File: config.mk
export PLATFORM = sky130hd
export DESIGN_NAME = dac_serial_tx
export DESIGN_NICKNAME = d
export VERILOG_FILES = /design/src/rtl/dac_serial_tx.sv
export SDC_FILE = /design/constraint.sdc
export NUM_CORES = 1
export LEC_CHECK = 0
export CAP_MARGIN = 30
export CELL_PAD_IN_SITES_DETAIL_PLACEMENT = 2
export CELL_PAD_IN_SITES_GLOBAL_PLACEMENT = 2
export CORE_MARGIN = 2
export CORE_UTILIZATION = 34
export DETAILED_ROUTE_END_ITERATION = 8
export DONT_BUFFER_PORTS = 1
export PLACE_DENSITY = 0.84
export SETUP_SLACK_MARGIN = 0.2
export SYNTH_ARGS = -nofsm -noshare
export SYNTH_HDL_FRONTEND = slang
export SYNTH_SLANG_ARGS = --single-unit
export TNS_END_PERCENT = 20
File: constraint.sdc
create_clock -name clk -period 1.9 [get_ports clk]
set_input_delay 0.38 -clock clk [delete_from_list [all_inputs] [get_ports clk]]
set_output_delay 0.38 -clock clk [all_outputs]
set_load 0.005 [all_outputs]
File: src/rtl/dac_serial_tx.sv
// Serial transmitter for a SPI-style DAC: frames one WIDTH-bit word MSB first
// under an active-low chip select, followed by a fixed inter-frame gap.
module dac_serial_tx #(
  parameter int unsigned WIDTH   = 8,
  parameter int unsigned CLK_DIV = 25
) (
  input  logic             clk,
  input  logic             rst,
  input  logic             start,
  input  logic [WIDTH-1:0] din,
  output logic             dac_clk,
  output logic             cs_n,
  output logic             sdo,
  output logic             busy,
  output logic             done
);

  localparam int unsigned DIV_W = $clog2(2 * CLK_DIV);
  localparam int unsigned BIT_W = $clog2(WIDTH + 1);
  localparam logic [DIV_W-1:0] DIV_LAST = DIV_W'(CLK_DIV - 1);
  localparam logic [DIV_W-1:0] GAP_LAST = DIV_W'(2 * CLK_DIV - 1);
  localparam logic [BIT_W-1:0] BIT_LAST = BIT_W'(WIDTH - 1);

  typedef enum logic [2:0] {
    IDLE,
    SETUP,
    SHIFT_HI,
    SHIFT_LO,
    HOLD,
    GAP
  } state_t;

  state_t           state_q, state_d;
  logic [DIV_W-1:0] div_q, div_d;
  logic [BIT_W-1:0] bit_q, bit_d;
  logic [WIDTH-1:0] shreg_q, shreg_d;
  logic             tick;
  logic             dac_clk_d, cs_n_d, sdo_d, busy_d, done_d;

  // State, counters, shift register and registered outputs
  always_ff @(posedge clk) begin
    if (rst) begin
      state_q <= IDLE;
      div_q   <= '0;
      bit_q   <= '0;
      shreg_q <= '0;
      dac_clk <= 1'b0;
      cs_n    <= 1'b1;
      sdo     <= 1'b0;
      busy    <= 1'b0;
      done    <= 1'b0;
    end else begin
      state_q <= state_d;
      div_q   <= div_d;
      bit_q   <= bit_d;
      shreg_q <= shreg_d;
      dac_clk <= dac_clk_d;
      cs_n    <= cs_n_d;
      sdo     <= sdo_d;
      busy    <= busy_d;
      done    <= done_d;
    end
  end

  // Next state; outputs are decoded from the next state so they register
  // in the same edge as the state change.
  always_comb begin
    state_d = state_q;
    bit_d   = bit_q;
    shreg_d = shreg_q;
    div_d   = '0;
    tick    = (state_q == GAP) ? (div_q == GAP_LAST) : (div_q == DIV_LAST);

    case (state_q)
      IDLE: begin
        if (start) begin
          state_d = SETUP;
          shreg_d = din;
          bit_d   = '0;
        end
      end
      SETUP:    if (tick) state_d = SHIFT_HI;
      SHIFT_HI: begin
        if (tick) begin
          state_d = SHIFT_LO;
          shreg_d = {shreg_q[WIDTH-2:0], 1'b0};
        end
      end
      SHIFT_LO: begin
        if (tick) begin
          if (bit_q == BIT_LAST) begin
            state_d = HOLD;
          end else begin
            state_d = SHIFT_HI;
            bit_d   = bit_q + BIT_W'(1);
          end
        end
      end
      HOLD:     if (tick) state_d = GAP;
      GAP:      if (tick) state_d = IDLE;
      default:  state_d = IDLE;
    endcase

    if (state_d != IDLE && state_d == state_q) begin
      div_d = div_q + DIV_W'(1);
    end

    cs_n_d    = (state_d == IDLE) || (state_d == GAP);
    dac_clk_d = (state_d == SHIFT_HI);
    sdo_d     = (state_d == IDLE) ? 1'b0 : shreg_d[WIDTH-1];
    busy_d    = (state_d != IDLE);
    done_d    = (state_q == HOLD) && (state_d == GAP);
  end

endmodule

; Word-level counts from Yosys, hierarchy flattened
; Index checks and enable logic that the tools add are counted.
[totals]
in_bits = 11
wordCells = 56
register_bits = 26
out_inout_bits = 5
[classes]
n_addsub = 2
bitwise = 1
n_reduce_logical = 12
n_eq_ne = 15
mux = 16
[ops]
columns = op, count
row1 = 2-to-1 mux 3 bit, 7
row2 = case mux 3 bit (6 select lines), 1
row3 = 2-to-1 mux 8 bit, 2
row4 = case mux 8 bit (2 select lines), 1
row5 = 2-to-1 mux 4 bit, 3
row6 = == test 3 x 2 -> 1 bit (second input constant), 3
row7 = == test 3 bit (second input constant), 3
row8 = != test 2 bit (second input constant), 4
row9 = case mux 4 bit (2 select lines), 1
row10 = adder 6 x 1 -> 6 bit (second input constant), 1
row11 = == test 6 x 5 -> 1 bit (second input constant), 1
row12 = == test 6 bit (second input constant), 1
row13 = logical NOT 3 bit, 2
row14 = adder 4 x 1 -> 4 bit (second input constant), 1
row15 = == test 4 x 3 -> 1 bit (second input constant), 1
row16 = AND reduction 4 bit, 1
row17 = nonzero test 2 bit, 2
row18 = OR reduction 2 bit, 2
row19 = == test 3 x 1 -> 1 bit (second input constant), 1
row20 = == test 3 bit, 1
row21 = AND reduction 3 bit, 1
row22 = nonzero test 3 bit, 1
row23 = logical AND 1 bit, 2
row24 = logical OR 1 bit, 1
row25 = 2 further kinds, 2

; Longest topological paths before layout
[logic_depth]
ltp_word = 8
depth_mapped = 7
ltp_nobuf = 6

; Least setup slack after synthesis
; Ideal clock, no wire load.
[synth_timing]
path_type = register to register
start = register div_q[3]
end = register cs_n
t_arrival_ns = 1.858
period_less_slack_ns = 1.985
path_stages_with_launch = 7
setup_time_ns = 0.127
path_slack_ns = -0.085
required_time_ns = 1.773
path_buffers = 0
cell_sequence = dfxtp_1 or3b_4 mux2i_4 a221oi_1 a211o_1 and3_4 or3b_1
[synth_between]
elab_chain_len = 6
word_cells_on_any_way = 12
cone_classes = eq/ne: 3 / mux: 7 / reduce/logical: 2
[synth_lines]
columns = element, line
row1 = from (decl), 34  ; logic [DIV_W-1:0] div_q, div_d;
row2 = from (signal assigned), 54  ; div_q <= div_d;
row3 = == test 6 x 5 -> 1 bit or == test 6 bit (tied branches), 72  ; tick = (state_q == GAP) ? (div_q == GAP_LAST) : (div_q == DIV_LAST);
row4 = 2-to-1 mux 1 bit (*), 72
row5 = 2-to-1 mux 3 bit (on tied branches), -
row6 = case mux 3 bit (6 select lines) (*), 74  ; case (state_q)
row7 = == test 3 bit or logical NOT 3 bit (tied branches), 108  ; cs_n_d = (state_d == IDLE) || (state_d == GAP);
row8 = logical OR 1 bit (*), 108
row9 = to (signal assigned), 58  ; cs_n <= cs_n_d;
row10 = to (decl), 12  ; output logic cs_n,
; Every way passes the cells marked *; elsewhere a longest branch is shown, timed or not.
; A chain may end at the register's enable or synchronous reset.

; Worst setup path in the final report
; Same ends and word-level chain as after synthesis.

==> summary.txt <==
Drt
  • WL/cell: roughly 22 um
  • DR vias: about 1100
  • DRT iter0 DRCs: 43
  • Drt pass-1 iters: 4
  • DRT antenna net count: 0
  • Post-Route WL: 4.202 mm
  • DRC Markers: 0
  • Via density: about 5.7

Place
  • Port bufs: 0
  • DP Worst Slack: -0.09659 ns
  • Dpl cell area: 1385 um2
  • GP Congestion: roughly 0.71
  • Final HPWL DP: between 2 and 3 mm

Layout
  • Fin area: ~1500 um2
  • Layout cells sized above 1: about a third
  • Synth-to-Final Area Change: 21.57%
  • ANT cells: 0
  • Fin nets: 163

Critical path
  • Crit. End Element: flop
  • Critical R2R Launch: div_q[3]
  • Crit-path max FO: 6
  • Worst path most repeated cell: or3b_4
  • Slowest cell on crit path: or3b_4
  • Worst path arrival time: 2.30 ns
  • Crit Path Class: flop to flop
  • Crit path required time: between 2 and 2.5 ns
  • Register-to-Register Path Depth: 6
  • Internal reg-to-reg setup slack: -0.16 ns
  • Crit start category: flop
  • FF-to-FF End: cs_n
  • Cell chain of the critical path: or3b_4, mux2i_4, and2_4, a31oi_1, and3_4, or3b_4
  • Max incr delay on CP: 0.39 ns

Hold path
  • Hold crit path type: input pin to flop
  • Hold path start: rst
  • Hold EP: shreg_q[2]
  • Hold Crit Depth: 1

Clock tree
  • CTS max path bufs: 2
  • Total clock sinks: 26
  • Clk slew on worst S/H paths: ~0.16 ns
  • Later-pin clock latency in the skew report: approximately 0.35 ns
  • CTS root buf: clkbuf_4
  • H-Tree Depth: 1
  • CTS Buf Count: 3
  • CTS Hold Bufs: 0
  • CTS tree: done

Floorplan
  • Die width: between 60 and 70 um
  • # IOs: 16
  • Core Area: roughly 3400 um2
  • Initial Utilization: between 30% and 40%
  • Die area: 4150 um2
  • Core Rows: 21
  • Chip Height: around 64 um

Synth
  • Syn_nets: 147
  • Post-Syn Instances: 134
  • Asr flop ratio synth: 0%
  • Ys Warns: 0
  • Mean Syn Cell Area: 9.263 um2
  • Seq cells post-synth: 26
  • Synth Cell Area: approximately 1200 um2
  • Post-synth EDFFs: 0
  • Ys flop type: dfxtp_1
  • Synth unique cells: 45
  • Part of the Yosys area used for sequential elements: a little over two fifths

GRT
  • GRT Util Overall: 21.93%
  • Vias in the first global route: ~1300
  • GRT overflow: 0
  • Initial antenna violation count: 0
  • First-pass GRT wire length: between 6 and 7 mm
  • Largest net degree at the start of global routing: 21

STA
  • Tmin final: around 2.1 ns
  • Worst slew margin: slightly below 80%
  • Worst-Margin Slew: around 0.33 ns
  • Clock Skew: 0.008971 ns
  • Max Slew Vio Count: 0
  • Hold Violations, Final: 0
  • Max Clock Freq: slightly below 500 MHz
  • Final setup fails: 11
  • Unrepaired setup endpoints after global routing: yes
  • Period utilisation layout: 108.4%
  • Final worst slack: -0.1591 ns
  • Final hold slack: approximately 0.08 ns

Outcome
  • Outcome: finished with violations
  • Failing checks: setup timing

Pwr
  • Max rail drop VDD: just under 0.3 mV
  • Lkg Pwr: 0.5774 nW
  • PwrDens: slightly above 700 nW/um2

Run
  • # Max-Cap Violations: 0
==> state kept, by name, summed over array words and instances (netlist names) <==
register,cells
sdo,1
state_q,3
div_q,6
busy,1
shreg_q,8
dac_clk,1
cs_n,1
bit_q,4
done,1
==> cell usage in the layout, fill, tap and decap left out, types with 2 or more instances in the layout <==
cell	synthesis	layout
dfxtp_1	26	23
o21ai_0	4	4
clkbuf_4	1	3
xnor2_1	4	4
a22oi_1	6	6
nor2_1	17	13
inv_1	3	3
and3_4	1	2
buf_6	1	2
and3_1	3	2
a21oi_1	10	9
or3b_4	1	2
nand3b_1	2	2
nand2_1	11	11
buf_4	0	15
dfxtp_2	0	3
a31o_2	2	2
nor2_2	0	3
nor2b_1	4	3
nand3_1	4	4
nor3_1	3	3
xor2_1	2	2
ha_1	2	2
==> stage by stage <==
| step | std cells | total power, mW | setup TNS, ns | util, % |
|---|---|---|---|---|
| final | 195 | 1.081 | -1.020 | 44.18 |
| after global routing | 195 | 1.119 | -1.964 | 44.18 |
| after CTS | 194 | 1.069 | -0.7354 | 43.55 |
| after detailed placement | 188 | 0.6775 | -0.5378 | 40.55 |
| after global placement | 188 | 0.6683 | 0 | 40.55 |
| after floorplan | 134 | 0.6520 | 0 | - |
==> timing repair <==
action | in CTS | in global routing
resized for setup | 13 | 6
buffers inserted | 2 | 1
pin swaps | 8 | 4
endpoints found under the setup margin | 25 | 26
==> per-layer routing <==
layer / track usage [%] / vias up / wire, um
met4: 10.64 / 0 / 182
met5: 0 / - / 0
met2: 39.58 / 28 / 2244
met1: 25.19 / 557 / 1654
met3: 3.299 / 16 / 120
li1: - / 503 / -
==> area by class of cell <==
cell class,instances,area [um2]
clock inverters,1,30.03
repair buffers,17,135.1
flip-flops and latches,26,524.3
well taps,46,57.56
inverters,3,11.26
fillers,379,1907
clock buffers,3,22.52
multi-input cells,99,728.2
==> Yosys cell counts (3+ instances only) <==
library cell | count | share of area (%)
a21oi_1 | 10 | 4.0
a22oi_1 | 6 | 3.6
and3_1 | 3 | 1.5
clkbuf_1 | 3 | 0.91
dfxtp_1 | 26 | 42
inv_1 | 3 | 0.91
nand2_1 | 11 | 3.3
nand3_1 | 4 | 1.6
nor2_1 | 17 | 5.1
nor2b_1 | 4 | 2.0
nor3_1 | 3 | 1.2
o21ai_0 | 4 | 1.6
xnor2_1 | 4 | 2.8
==> cells by family (layout without fill, tap and decap cells) <==
| logic type | count (synthesis) | count (layout) | share of synthesized area (%) |
|---|---|---|---|
| AND/OR/NAND/NOR | 59 | 59 | 27.62 |
| AO/OA/AOI/OAI | 29 | 29 | 16.63 |
| flip-flops | 26 | 26 | 41.94 |
| buffers and inverters | 9 | 24 | 3.729 |
| XOR/XNOR | 6 | 6 | 4.234 |
| multiplexers | 3 | 3 | 3.830 |
| adder cells (fa/ha/maj) | 2 | 2 | 2.016 |
==> report_power, final <==
group	switching [mW]	leakage (nW)	internal [mW]	total, mW
combinational	0.0522	0.336	0.0478	0.100
sequential	0.0129	0.214	0.565	0.578
clock	0.189	0.0279	0.214	0.403
total	0.254	0.577	0.827	1.08
==> critical path: cells and delay by family, from the launching register on <==
family / cells / cell delay, ns
mux: 1 / 0.25
compound gates: 1 / 0.14
flops: 1 / 0.37
simple gates: 4 / 1.19
==> how the worst max path moves through the flow <==
| stage | slack, ns | start | cells past startpoint | end |
|---|---|---|---|---|
| after CTS | -0.13 | div_q[3] | 6 | cs_n |
| final | -0.16 | div_q[3] | 6 | cs_n |
| after detailed placement | -0.1 | div_q[3] | 6 | cs_n |
| after global placement | 0.02 | div_q[5] | 7 | div_q[1] |
| after floorplan | 0.01 | div_q[3] | 6 | cs_n |
| after global routing | -0.22 | div_q[3] | 6 | cs_n |
Note: power is estimated with default switching activity, not from simulation.
